## src/rtl/mul_div_resp_buffer.sv

```systemverilog
// Response buffer between the MUL_DIV unit and writeback: absorbs every response in a FIFO
// and throttles issue with credits so an accepted response always finds a free slot.
module mul_div_resp_buffer #(
    parameter int unsigned DEPTH    = 4,
    parameter int unsigned TRX_ID_W = 4,
    parameter int unsigned TAG_W    = 5,
    parameter int unsigned DATA_W   = 32,
    localparam int unsigned CNT_W   = $clog2(DEPTH + 1)
) (
    input  logic                clk_i,
    input  logic                rst_i,
    input  logic                up_req_i,
    output logic                up_ack_o,
    output logic                exu_req_o,
    input  logic                exu_ack_i,
    input  logic                exu_resp_req_i,
    output logic                exu_resp_ack_o,
    input  logic [TRX_ID_W-1:0] exu_resp_trx_id_i,
    input  logic                exu_resp_rd0_req_i,
    input  logic [TAG_W-1:0]    exu_resp_rd0_tag_i,
    input  logic [DATA_W-1:0]   exu_resp_rd0_wdata_i,
    output logic                out_req_o,
    input  logic                out_ack_i,
    output logic [TRX_ID_W-1:0] out_trx_id_o,
    output logic                out_rd0_req_o,
    output logic [TAG_W-1:0]    out_rd0_tag_o,
    output logic [DATA_W-1:0]   out_rd0_wdata_o,
    output logic [CNT_W-1:0]    credits_o,
    output logic                ovf_err_o
);

    localparam int unsigned AW = $clog2(DEPTH);
    localparam int unsigned EW = TRX_ID_W + 1 + TAG_W + DATA_W;

    logic [CNT_W-1:0] credits_q, credits_d;
    logic [AW:0]      wr_ptr_q, wr_ptr_d;
    logic [AW:0]      rd_ptr_q, rd_ptr_d;
    logic             ovf_q, ovf_d;
    logic             resp_ack_q;
    logic [EW-1:0]    mem [DEPTH];
    logic [EW-1:0]    wr_entry;
    logic [EW-1:0]    out_entry;

    logic credit_ok, req_fire;
    logic empty, full;
    logic push, push_en, pop;

    assign credit_ok = (credits_q != '0);
    assign exu_req_o = up_req_i && credit_ok;
    assign up_ack_o  = exu_ack_i && credit_ok;
    assign req_fire  = up_req_i && exu_ack_i && credit_ok;

    assign empty = (wr_ptr_q == rd_ptr_q);
    assign full  = (wr_ptr_q[AW-1:0] == rd_ptr_q[AW-1:0]) && (wr_ptr_q[AW] != rd_ptr_q[AW]);

    // Ack is registered so a response in the cycle reset releases is not captured.
    assign exu_resp_ack_o = resp_ack_q;
    assign push           = exu_resp_req_i && resp_ack_q;
    assign push_en        = push && !full;
    assign pop            = out_req_o && out_ack_i;

    assign wr_entry = {exu_resp_trx_id_i, exu_resp_rd0_req_i, exu_resp_rd0_tag_i,
                       exu_resp_rd0_wdata_i};

    always_comb begin
        credits_d = credits_q;
        wr_ptr_d  = wr_ptr_q;
        rd_ptr_d  = rd_ptr_q;
        ovf_d     = ovf_q;
        if (req_fire && !pop) begin
            credits_d = credits_q - CNT_W'(1);
        end else if (pop && !req_fire) begin
            credits_d = credits_q + CNT_W'(1);
        end
        if (push_en) begin
            wr_ptr_d = wr_ptr_q + (AW + 1)'(1);
        end
        if (pop) begin
            rd_ptr_d = rd_ptr_q + (AW + 1)'(1);
        end
        if (push && full) begin
            ovf_d = 1'b1;
        end
    end

    always_ff @(posedge clk_i or posedge rst_i) begin
        if (rst_i) begin
            credits_q  <= CNT_W'(DEPTH);
            wr_ptr_q   <= '0;
            rd_ptr_q   <= '0;
            ovf_q      <= 1'b0;
            resp_ack_q <= 1'b0;
        end else begin
            credits_q  <= credits_d;
            wr_ptr_q   <= wr_ptr_d;
            rd_ptr_q   <= rd_ptr_d;
            ovf_q      <= ovf_d;
            resp_ack_q <= 1'b1;
        end
    end

    always_ff @(posedge clk_i) begin
        if (push_en) begin
            mem[wr_ptr_q[AW-1:0]] <= wr_entry;
        end
    end

    // Head fields read as zero while empty so reset and idle outputs are defined.
    assign out_entry = empty ? '0 : mem[rd_ptr_q[AW-1:0]];
    assign {out_trx_id_o, out_rd0_req_o, out_rd0_tag_o, out_rd0_wdata_o} = out_entry;

    assign out_req_o = !empty;
    assign credits_o = credits_q;
    assign ovf_err_o = ovf_q;

endmodule

```

## config.mk

```make
export PLATFORM = sky130hd
export DESIGN_NAME = mul_div_resp_buffer
export DESIGN_NICKNAME = d
export VERILOG_FILES = /design/src/rtl/mul_div_resp_buffer.sv
export SDC_FILE = /design/constraint.sdc
export NUM_CORES = 1
export LEC_CHECK = 0
export ABC_AREA = 1
export CORE_MARGIN = 2
export CORE_UTILIZATION = 36
export DETAILED_ROUTE_END_ITERATION = 10
export SYNTH_ARGS = -nofsm -noshare
export SYNTH_HDL_FRONTEND = slang
export SYNTH_SLANG_ARGS = --single-unit
```

## constraint.sdc

```tcl
create_clock -name clk_i -period 4.4 [get_ports clk_i]
set_input_delay 0.88 -clock clk_i [delete_from_list [all_inputs] [get_ports clk_i]]
set_output_delay 0.88 -clock clk_i [all_outputs]
set_load 0.02 [all_outputs]
```

==> impl_metrics.py, run 1 <==
metrics = {
    "sta": {
        "slew_viol_final": 0,
        "period_share_pct": 86.7,
        "fmax_mhz": 262,
        "whs_ps": 492,
        "hold_viol_final": 0,
        "fin_crit_ps": 3810,
        "tns_ps": 0,
        "relSlewSlack_pct": 41.8,
        "finalSetupViolCount": 0,
        "clock-skew-final_ps": 7.15,
        "rsz0062_at_grt": "no",
        "tightest_slew_ps": 873,
    },
    "critical_path": {
        "path_buf_inv": 3,
        "crit_path_start_kind": "flip-flop",
        "cp_slowest_cell": "dfrtp_4",
        "cp_top_family": "buffers and inverters",
        "cp.required_ps": 3520,
        "path_cells": "buf_4 > o21ai_0 > o21ai_1 > nand2_1 > inv_1 > clkdlybuf4s50_1",
        "cp_slowest_stage_delay_ps": 730,
        "path_max_fanout": 50,
        "path_class": "flip-flop to primary output",
        "end_kind": "primary output",
        "cp.arrival_ps": 2930,
    },
    "power_and_ir_drop": {
        "p_comb_share_pct": 43.4,
        "power_density_nw_per_um2": 721,
        "power.switching_w": 0.00253,
        "netSwitchingFraction_pct": 37.4,
        "power_frac_clock_pct": 23.2,
        "leakagePower_nw": 3.44,
        "p_int_w": 0.00423,
        "sequentialPowerShare_pct": 33.4,
        "ir_drop_mv": 0.471,
    },
    "synth": {
        "syn_avg_cell_area_sq_um": 12.1,
        "yosys.area.top_type": "edfxtp_1",
        "ys.flop_type": "edfxtp_1",
        "synth_edf_count": 168,
        "syn-num-nets": 681,
        "yosys_warnings": 0,
        "async_reset_ff_share_pct": 6.15,
        "synth.distinct_cells": 28,
        "ys_top_cells_by_count": "edfxtp_1 (168), o21ai_1 (74), nor2_1 (72)",
        "synth_top_cell_area_share_pct": 66.8,
        "synth_cells": 626,
        "synth_area_leaders": "edfxtp_1 (67%), nor2_2 (5.0%), o21ai_1 (4.9%)",
        "synth_seq_area_share_pct": 70.4,
        "syn-cell-area_sq_um": 7560,
        "yosysMostFrequentCell": "edfxtp_1",
        "ys_seq_elements": 179,
    },
    "detailed_routing": {
        "routed-via-count": 4727,
        "viasPerCell": 4.69,
        "antenna_left": 0,
        "drtIter0Drc": 305,
        "drc": 0,
        "detail_route.wl_per_cell_um": 15.4,
        "drt_first_pass_iters": 4,
        "drt-total-wl_um": 15600,
    },
    "floorplanning": {
        "io-pin-count": 98,
        "die_x_um": 149,
        "rows": 53,
        "die_area_sq_um": 22200,
        "die_h_um": 149,
        "core_sq_um": 20800,
        "start_util_pct": 36.3,
    },
    "clock_network": {
        "htree_levels": 4,
        "cts_tree": "built",
        "cts_buffers": 17,
        "clk_pin_slew_worst_paths_ps": 60,
        "clk_root_buffer_cell": "clkbuf_16",
        "clock_path_buffers": 2,
        "ctsHoldBuffers": 0,
        "cts_setup_buffers": 0,
        "ctsResizeCount": 0,
        "clkSinkCount": 179,
        "clk_latency_ps": 420,
    },
    "global_routing": {
        "grt_pass1_wl_um": 25100,
        "grt_pass1_vias": 4803,
        "grtUsageTotal_pct": 14.8,
        "grt_max_degree": 71,
        "antenna_found_initial": 1,
        "grt-ovfl-total": 0,
    },
    "place": {
        "place_area_sq_um": 8760,
        "io_buffers": 97,
        "place.gp.congestion": 0.751,
        "placedCellCount": 975,
        "dp_hpwl_um": 9410,
    },
    "layout": {
        "postLayoutCellArea_sq_um": 9380,
        "areaGrowthSynthToFinish_pct": 24.1,
        "nets": 774,
        "layout-drive-gt1-share_pct": 14.8,
        "instances_no_fill": 1008,
    },
    "status": {
        "status": "completed",
    },
    "job": {
        "max-cap-violations": 0,
    },
    "worst_hold_path": {
        "hold_class": "flip-flop to flip-flop",
    },
}
cell type report:
cell class | count | area, sq um
Tap cell | 275 | 344
Fill cell | 1932 | 11400
Antenna cell | 1 | 2.50
Clock buffer | 19 | 433
Multi-Input combinational cell | 354 | 1770
Sequential cell | 179 | 5330
Inverter | 61 | 229
Clock inverter | 13 | 183
Timing Repair Buffer | 106 | 1090
registers in the layout, summed over array words and instances, names as in the netlist:
register and count:
rd_ptr_q 3, mem 168, exu_resp_ack_o 1, credits_o 3, wr_ptr_q 3, ovf_err_o 1
cells by family after synthesis:
logic type,Yosys count,synth area share (%)
buf+inv,93,6.46
compound gates,130,8.64
simple gates,213,12.8
other cells,1,0.0496
xor+xnor,3,0.348
fa+ha+maj,7,1.26
flops,179,70.4
power by group through the flow:
stage                     sequential [W]  combinational, W  clock, W
after floorplan                  0.00223           0.00196         0
after global placement           0.00228           0.00293         0
after global routing             0.00229           0.00326   0.00166
final                            0.00226           0.00293   0.00157
after detailed placement         0.00230           0.00297         0
after CTS                        0.00226           0.00299   0.00158
layout by cell type, fill, tap and decap left out, types with 7 or more instances in the layout:
| cell type | n |
|---|---|
| clkbuf_16 | 17 |
| clkdlybuf4s50_1 | 97 |
| dfrtp_1 | 8 |
| edfxtp_1 | 168 |
| inv_1 | 59 |
| nand2_1 | 70 |
| nand3_1 | 7 |
| nor2_1 | 69 |
| nor2_2 | 60 |
| o21ai_0 | 54 |
| o21ai_1 | 74 |
stage by stage:
stage / setup slack (ps) / power, W / util (%)
6_report: 586 / 0.00676 / 45.0
4_1_cts: 526 / 0.00684 / 45.0
2_1_floorplan: 1030 / 0.00419 / -
5_1_grt: 349 / 0.00721 / 45.0
3_3_place_gp: 1030 / 0.00522 / 42.1
3_5_place_dp: 989 / 0.00527 / 42.1
metal layers:
| layer | track usage, % | wire [um] |
|---|---|---|
| met1 | 19.2 | 6960 |
| met2 | 24.8 | 7770 |
| met3 | 3.36 | 726 |
| met4 | 4.38 | 114 |
| met5 | 0 | 0 |
worst register-to-register path: stages, from the launching register on:
cell and delay, ps:
dfrtp_4 580, inv_2 220, nand2_1 70, nand2_1 100
nand3_2 400, nand2_2 250, ha_1 170, inv_1 70
fa_1 370, a21oi_1 140, o21ai_0 110, xor2_1 170
path summary, 6_finish.rpt:
path	startpoint	endpoint	slack, ps	depth (start not counted)
min in group asynchronous	rst_i	exu_resp_ack_o$_DFF_PP0_	750	2
max reg2reg	rd_ptr_q[0]$_DFFE_PP0P_	credits_o[2]$_DFFE_PP1P_	1670	11
max	rd_ptr_q[1]$_DFFE_PP0P_	out_trx_id_o[2]	590	6
min reg2reg	ovf_err_o$_DFFE_PP0P_	ovf_err_o$_DFFE_PP0P_	490	1
min	ovf_err_o$_DFFE_PP0P_	ovf_err_o$_DFFE_PP0P_	490	1
max in group asynchronous	rst_i	rd_ptr_q[1]$_DFFE_PP0P_	3320	2
No activity file was read; power rests on OpenSTA's default activity.
==> inputs of run 2 (changes only) <==
Settings changed: CTS_CLUSTER_DIAMETER from default to 50, GPL_ROUTABILITY_DRIVEN from default to 0.
==> results of run 2 <==
The final DEF is identical to that of run 1; final timing and power are the same.
